### src/rtl/m2_bus_write_decoder.sv
// Bus front end: synchronises M2, rejects short pulses, latches the CPU bus late in the
// high phase and emits one-cycle write strobes, a per-cycle tick and a bus-idle flag.
module m2_bus_write_decoder #(
    parameter int unsigned SYNC_STAGES = 2,
    parameter int unsigned M2_MIN_HIGH = 8,
    parameter int unsigned SAMPLE_DLY  = 12,
    parameter int unsigned M2_TIMEOUT  = 2048
) (
    input  logic        osc50,
    input  logic        m2_rst,
    input  logic        m2,
    input  logic        romsel,
    input  logic        cpu_rw_in,
    input  logic [14:0] cpu_addr_in,
    input  logic [7:0]  cpu_data,
    output logic        wr_rom,
    output logic        wr_5000,
    output logic        wr_5001,
    output logic [14:0] wr_addr,
    output logic [7:0]  wr_data,
    output logic        cpu_tick,
    output logic        cpu_idle
);

    localparam int unsigned HW = $clog2(SAMPLE_DLY + 1);
    localparam int unsigned TW = $clog2(M2_TIMEOUT + 1);

    localparam logic [1:0] StIdle  = 2'd0;
    localparam logic [1:0] StHigh  = 2'd1;
    localparam logic [1:0] StArmed = 2'd2;
    localparam logic [1:0] StFire  = 2'd3;

    logic [SYNC_STAGES-1:0] m2_sync_q, m2_sync_d;
    logic                   m2_s;
    logic [1:0]             state_q, state_d;
    logic [HW-1:0]          hcnt_q, hcnt_d;
    logic [TW-1:0]          tcnt_q, tcnt_d;
    logic [14:0]            addr_sh_q, addr_sh_d;
    logic [7:0]             data_sh_q, data_sh_d;
    logic                   rw_sh_q, rw_sh_d;
    logic                   romsel_sh_q, romsel_sh_d;
    logic                   wr_rom_q, wr_rom_d;
    logic                   wr_5000_q, wr_5000_d;
    logic                   wr_5001_q, wr_5001_d;
    logic                   cpu_tick_q, cpu_tick_d;
    logic [14:0]            wr_addr_q, wr_addr_d;
    logic [7:0]             wr_data_q, wr_data_d;
    logic                   go_armed;
    logic                   is_write;

    assign m2_sync_d = {m2_sync_q[SYNC_STAGES-2:0], m2};
    assign m2_s      = m2_sync_q[SYNC_STAGES-1];
    assign go_armed  = (hcnt_q == HW'(SAMPLE_DLY)) && (hcnt_q >= HW'(M2_MIN_HIGH));

    always_comb begin
        state_d     = state_q;
        hcnt_d      = hcnt_q;
        addr_sh_d   = addr_sh_q;
        data_sh_d   = data_sh_q;
        rw_sh_d     = rw_sh_q;
        romsel_sh_d = romsel_sh_q;
        wr_rom_d    = 1'b0;
        wr_5000_d   = 1'b0;
        wr_5001_d   = 1'b0;
        cpu_tick_d  = 1'b0;
        wr_addr_d   = wr_addr_q;
        wr_data_d   = wr_data_q;
        is_write    = 1'b0;
        tcnt_d      = (tcnt_q == TW'(M2_TIMEOUT)) ? tcnt_q : tcnt_q + 1'b1;

        case (state_q)
            StIdle: begin
                if (m2_s) begin
                    state_d = StHigh;
                    hcnt_d  = HW'(1);
                end
            end
            StHigh: begin
                if (!m2_s) begin
                    state_d = StIdle;
                end else if (go_armed) begin
                    state_d = StArmed;
                end else begin
                    hcnt_d = hcnt_q + 1'b1;
                end
            end
            StArmed: begin
                if (m2_s) begin
                    // Keep resampling so the value seen just before the fall wins.
                    addr_sh_d   = cpu_addr_in;
                    data_sh_d   = cpu_data;
                    rw_sh_d     = cpu_rw_in;
                    romsel_sh_d = romsel;
                end else begin
                    // Outputs are registered here so they are high during the FIRE cycle.
                    state_d    = StFire;
                    cpu_tick_d = 1'b1;
                    wr_rom_d   = !rw_sh_q && !romsel_sh_q;
                    wr_5000_d  = !rw_sh_q && romsel_sh_q && (addr_sh_q == 15'h5000);
                    wr_5001_d  = !rw_sh_q && romsel_sh_q && (addr_sh_q == 15'h5001);
                    is_write   = wr_rom_d || wr_5000_d || wr_5001_d;
                    if (is_write) begin
                        wr_addr_d = addr_sh_q;
                        wr_data_d = data_sh_q;
                    end
                end
            end
            default: begin
                state_d = StIdle;
                tcnt_d  = '0;
            end
        endcase
    end

    always_ff @(posedge osc50 or negedge m2_rst) begin
        if (!m2_rst) begin
            m2_sync_q   <= '0;
            state_q     <= StIdle;
            hcnt_q      <= '0;
            tcnt_q      <= '0;
            addr_sh_q   <= '0;
            data_sh_q   <= '0;
            rw_sh_q     <= 1'b1;
            romsel_sh_q <= 1'b1;
            wr_rom_q    <= 1'b0;
            wr_5000_q   <= 1'b0;
            wr_5001_q   <= 1'b0;
            cpu_tick_q  <= 1'b0;
            wr_addr_q   <= '0;
            wr_data_q   <= '0;
        end else begin
            m2_sync_q   <= m2_sync_d;
            state_q     <= state_d;
            hcnt_q      <= hcnt_d;
            tcnt_q      <= tcnt_d;
            addr_sh_q   <= addr_sh_d;
            data_sh_q   <= data_sh_d;
            rw_sh_q     <= rw_sh_d;
            romsel_sh_q <= romsel_sh_d;
            wr_rom_q    <= wr_rom_d;
            wr_5000_q   <= wr_5000_d;
            wr_5001_q   <= wr_5001_d;
            cpu_tick_q  <= cpu_tick_d;
            wr_addr_q   <= wr_addr_d;
            wr_data_q   <= wr_data_d;
        end
    end

    assign wr_rom   = wr_rom_q;
    assign wr_5000  = wr_5000_q;
    assign wr_5001  = wr_5001_q;
    assign cpu_tick = cpu_tick_q;
    assign wr_addr  = wr_addr_q;
    assign wr_data  = wr_data_q;
    assign cpu_idle = (tcnt_q == TW'(M2_TIMEOUT));

endmodule

### config.mk
export PLATFORM = sky130hd
export DESIGN_NAME = m2_bus_write_decoder
export DESIGN_NICKNAME = d
export VERILOG_FILES = /design/src/rtl/m2_bus_write_decoder.sv
export SDC_FILE = /design/constraint.sdc
export NUM_CORES = 1
export LEC_CHECK = 0
export ABC_AREA = 1
export ABC_CLOCK_PERIOD_IN_PS = 2900
export CAP_MARGIN = 20
export CORE_UTILIZATION = 56
export CTS_CLUSTER_DIAMETER = 50
export CTS_CLUSTER_SIZE = 40
export DETAILED_ROUTE_END_ITERATION = 8
export GPL_TIMING_DRIVEN = 0
export PLACE_DENSITY = 0.84
export SKIP_LAST_GASP = 1
export SLEW_MARGIN = 5
export SYNTH_ARGS = -nofsm -noshare
export SYNTH_HDL_FRONTEND = slang
export SYNTH_SLANG_ARGS = --single-unit
### constraint.sdc
create_clock -name osc50 -period 2.9 [get_ports osc50]
set_input_delay 0.58 -clock osc50 [delete_from_list [all_inputs] [get_ports osc50]]
set_output_delay 0.58 -clock osc50 [all_outputs]
set_load 0.05 [all_outputs]
Yosys cells after proc, flatten, opt, wreduce, memory -nomap -nowiden:

Cells that the tools add are included.

* add/sub/neg operators: 2
* $lt $le $gt $ge: 1
* eq/ne operators: 12
* muxes and demuxes: 19
* bitwise operators: 1
* reductions and logical operators: 16

Operators with widths (number)
* $eq 15x15->1 const B: 2
* $mux 12: 2
* $add 12x1->12 const B: 1
* $eq 12x12->1 const B: 1
* $mux 4: 3
* $ne 2x2->1 const B: 5
* $mux 1: 8
* $mux 2: 4
* $pmux 4 s2: 1
* $pmux 2 s3: 1
* $reduce_and 3->1: 2
* $logic_and 1x1->1: 5
* $add 4x1->4 const B: 1
* $eq 4x4->1 const B: 1
* $ge 4x4->1 const B: 1
* $reduce_and 4->1: 1
* $ne 3x3->1 const B: 1
* $reduce_or 3->1: 1
* $eq 2x1->1 const B: 1
* $eq 2x2->1 const B: 1
* $logic_not 1->1: 2
* $logic_not 2->1: 1
* $logic_or 1x1->1: 2
* $reduce_and 2->1: 1
* 2 further kinds: 2

* bits in registers: 72
* input port bits: 28
* output and inout port bits: 28
* logic and storage cells: 65

Depth between registers and ports, before layout:

* word-level depth: 6
* gate-level depth with buffers: 9
* depth with buffers taken out: 8

Least setup slack after synthesis:

Ideal clock, no wire load.

* path type: reg-to-output
* start point: register tcnt_q[0]
* end point: output cpu_idle
* data arrival time: 2.210 ns
* required time: 2.320 ns
* setup slack: 0.110 ns
* cell stages (with the launch flop): 5
* path buffers: 0
* cells stage by stage: dfrtp_1 -> inv_1 -> ha_1 -> nand4_1 -> nor4_1

* word-level cells in the longest chain between the ends: 1

Ends and longest elaborated chain
* start, declared: RTL line 37 `logic [TW-1:0] tcnt_q, tcnt_d;`
* start signal, assigned: RTL line 135 `tcnt_q <= tcnt_d;`
* $eq 12x12->1: RTL line 155 `assign cpu_idle = (tcnt_q == TW'(M2_TIMEOUT));`
* end, declared: RTL line 22 `output logic cpu_idle`

Every way passes these cells.

Worst setup path in the final report:

Ends and elaborated chain as after synthesis.

==> results.cfg <==
[synthesis]
seq_area_frac_synth_pct = 57.47
ys_ff_latch = 72
synth-xor-area-share_pct = 0.2790
ys_warn_count = 0
avgSynthCellArea_um2 = 9.630
synthAdderAreaFrac_pct = 1.594
post-synth-top-area-fraction_pct = 55.80
synth_top_family_by_area = simple AND/OR/NAND/NOR gates
syn-num-nets = 358
netlist_area_um2 = 3139
synth-simple-area-share_pct = 24.47
synth.area.top_cells = dfrtp_1 56%, nand2_1 9.0%, mux2_2 6.8%
synth_top_area_cell = dfrtp_1
synthMuxAreaShare_pct = 7.772
syn_inst = 326
synth_compound_area_share_pct = 2.830
synth_cell_types = 27

[finish]
drive_above_1_share_pct = 14.57
n_antenna_cell = 0
syn_to_final_growth_pct = 29.29
nNetsFinal = 425
fillers = 353
fin_util_pct = 77.50

[timing]
rsz0062_at_grt = no
finalSetupViolations = 0
period_needed_ns = 2.427
worst_slew_margin_rel_pct = 63.94
max_freq_mhz = 412.1
min_period_over_period_pct = 83.69
finClkSkew_ns = 0.01044
fin_ws_ns = 0.4731
tightest_slew_ns = 0.5392
final_hold_viol_count = 0
maxSlewViolCount = 0

[route]
drc = 0
dr.pass1.iters = 4
finalWirelength_um = 6898
detail-route-antenna-nets = 0
first_iter_violations = 166
vias = 2514
wl_per_cell_um = 14.74
routed_via_density = 5.372

[floorplanning]
chipWidth_um = 76.87
core_um2 = 5238
start_util_pct = 59.94
io_pins = 56
rows = 26
dieArea_um2 = 5909
die_h_um = 76.87

[grt]
grt_pass1_wl_um = 11280
grt_pass1_vias = 2398
antenna_found_initial = 0
grt_overflow_total = 0
grt_start_max_net_pins = 48
grt.total_usage_pct = 25.25

[setup_path]
critPathMaxFanout = 4
critPathRequiredTime_ns = 2.32
cp.arrival_ns = 1.85
startpoint_type = register
worst_setup_path_end_kind = primary output
critPathKind = reg -> out

[power]
power.density_nw_per_um2 = 566.1
irDropWorstVdd_mv = 0.3743
power.leakage_nw = 2.003

[worst_hold_path]
hold_path_class = in -> async

[clock_network]
cts.sinks = 72
clockBufferDepth = 2
tritoncts = built
path_clk_slew_ns = 0.07
cts_buffers = 9
post_cts_buffers = 0
clk_latency_ns = 0.34
htreeDepth = 3
cts-root-buf = clkbuf_8

[placement]
dpl.hpwl_um = 4764
gp_congestion = 0.8212
io_buffers = 55
post-place-ws_ns = 0.4181

[flow_run]
cap_violations = 0

[run_status]
outcome = complete, no violations
==> critical path, stage by stage (launching register included) <==
cell	delay (ns)
dfrtp_1	0.42
inv_1	0.09
ha_1	0.18
nand4_1	0.10
nor4_1	0.26
dlymetal6s2s_1	0.47
==> cell usage in the layout, fill, tap and decap left out, drive strengths merged, types with 2 or more instances in the layout <==
| master | synthesis | layout |
|---|---|---|
| inv | 28 | 28 |
| nand3 | 40 | 40 |
| nand2 | 77 | 77 |
| bufinv | 0 | 3 |
| nand3b | 2 | 2 |
| or2 | 2 | 2 |
| buf | 9 | 11 |
| ha | 4 | 4 |
| nor2 | 36 | 36 |
| mux2 | 21 | 21 |
| nor3 | 5 | 5 |
| nand4 | 10 | 10 |
| dfstp | 2 | 2 |
| dfrtp | 70 | 70 |
| o21ai | 7 | 7 |
| clkdlybuf4s50 | 0 | 53 |
| clkbuf | 1 | 12 |
| a21oi | 8 | 8 |
==> path summary, 6_finish.rpt <==
| path | from | endpoint | slack [ns] | depth (start not counted) |
|---|---|---|---|---|
| hold / removal | m2_rst | tcnt_q[1] | 0.15 | 1 |
| max in group asynchronous | m2_rst | rw_sh_q | 2.17 | 2 |
| setup / recovery | tcnt_q[0] | cpu_idle | 0.47 | 5 |
| min in group osc50 | m2_sync_q[0] | m2_sync_q[1] | 0.36 | 0 |
| hold reg to reg | m2_sync_q[0] | m2_sync_q[1] | 0.36 | 0 |
| setup reg to reg | romsel_sh_q | wr_addr[4] | 1.32 | 8 |
==> cells by family (layout without fill, tap and decap cells) <==
logic type / Yosys count / count (layout)
adder cells (fa/ha/maj): 4 / 4
AO/OA/AOI/OAI: 17 / 17
AND/OR/NAND/NOR: 173 / 173
buffers and inverters: 38 / 110
XOR/XNOR: 1 / 1
flip-flops: 72 / 72
multiplexers: 21 / 21
==> metal layers <==
metal  GRT usage, %  routed length [um]
met5              0                   0
met4          11.92                  90
met3          5.833                 380
met2          40.89                3485
met1          32.05                2941
==> area by class of cell <==
| type | count | area (um2) | area share (%) |
|---|---|---|---|
| Buffer | 10 | 70.07 | 1.726 |
| Multi-Input combinational cell | 216 | 1160 | 28.58 |
| Tap cell | 70 | 87.58 | 2.158 |
| Inverter | 28 | 105.1 | 2.589 |
| Timing Repair Buffer | 56 | 578.1 | 14.24 |
| Clock inverter | 5 | 102.6 | 2.528 |
| Clock buffer | 11 | 151.4 | 3.730 |
| Sequential cell | 72 | 1804 | 44.45 |
==> flip-flops by register name, summed over array words and instances, names as in the netlist <==
| name | count |
|---|---|
| state_q | 2 |
| hcnt_q | 4 |
| wr_rom | 1 |
| cpu_tick | 1 |
| wr_5001 | 1 |
| wr_5000 | 1 |
| m2_sync_q | 2 |
| romsel_sh_q | 1 |
| addr_sh_q | 15 |
| rw_sh_q | 1 |
| data_sh_q | 8 |
| tcnt_q | 12 |
| wr_data | 8 |
| wr_addr | 15 |
==> stage by stage <==
| step | power [mW] | cells | hold WS (ns) | area [um2] | setup TNS, ns |
|---|---|---|---|---|---|
| finish | 2.298 | 468 | 0.1511 | 4059 | 0 |
| global route | 2.381 | 468 | 0.1752 | 4059 | 0 |
| CTS | 2.308 | 468 | 0.1553 | 4056 | 0 |
| detailed placement | 1.331 | 452 | 0.3464 | 3802 | 0 |
| global placement | 1.314 | 451 | 0.3343 | 3777 | -80.86 |
| floorplan | 1.233 | 326 | 0.2844 | 3139 | 0 |
==> repair_timing <==
action                                  in CTS  in global routing
hold endpoints to repair                     0                  0
endpoints found under the setup margin       0                  1
hold buffers                                 0                  0
resized for setup                            0                  1
==> synthesized netlist by cell type <==
library cell and number:
a21oi_1 8, a31oi_1 1, buf_2 5, buf_4 1, buf_6 3, clkbuf_1 1, dfrtp_1 70, dfstp_2 2
ha_1 4, inv_1 27, inv_2 1, mux2_2 19, mux2_4 2, nand2_1 75, nand2_2 2, nand3_1 38
nand3_2 2, nand3b_1 2, nand4_1 10, nor2_1 35, nor2_4 1, nor3_1 5, nor4_1 1, o21ai_0 7
o31ai_1 1, or2_2 2, xnor2_1 1
==> report_power, final <==
part,switching [mW],total [mW],internal (mW)
combinational,0.106,0.197,0.0911
clock,0.367,0.984,0.617
sequential,0.0548,1.12,1.06
total,0.527,2.30,1.77
No activity file was read; power rests on OpenSTA's default activity.
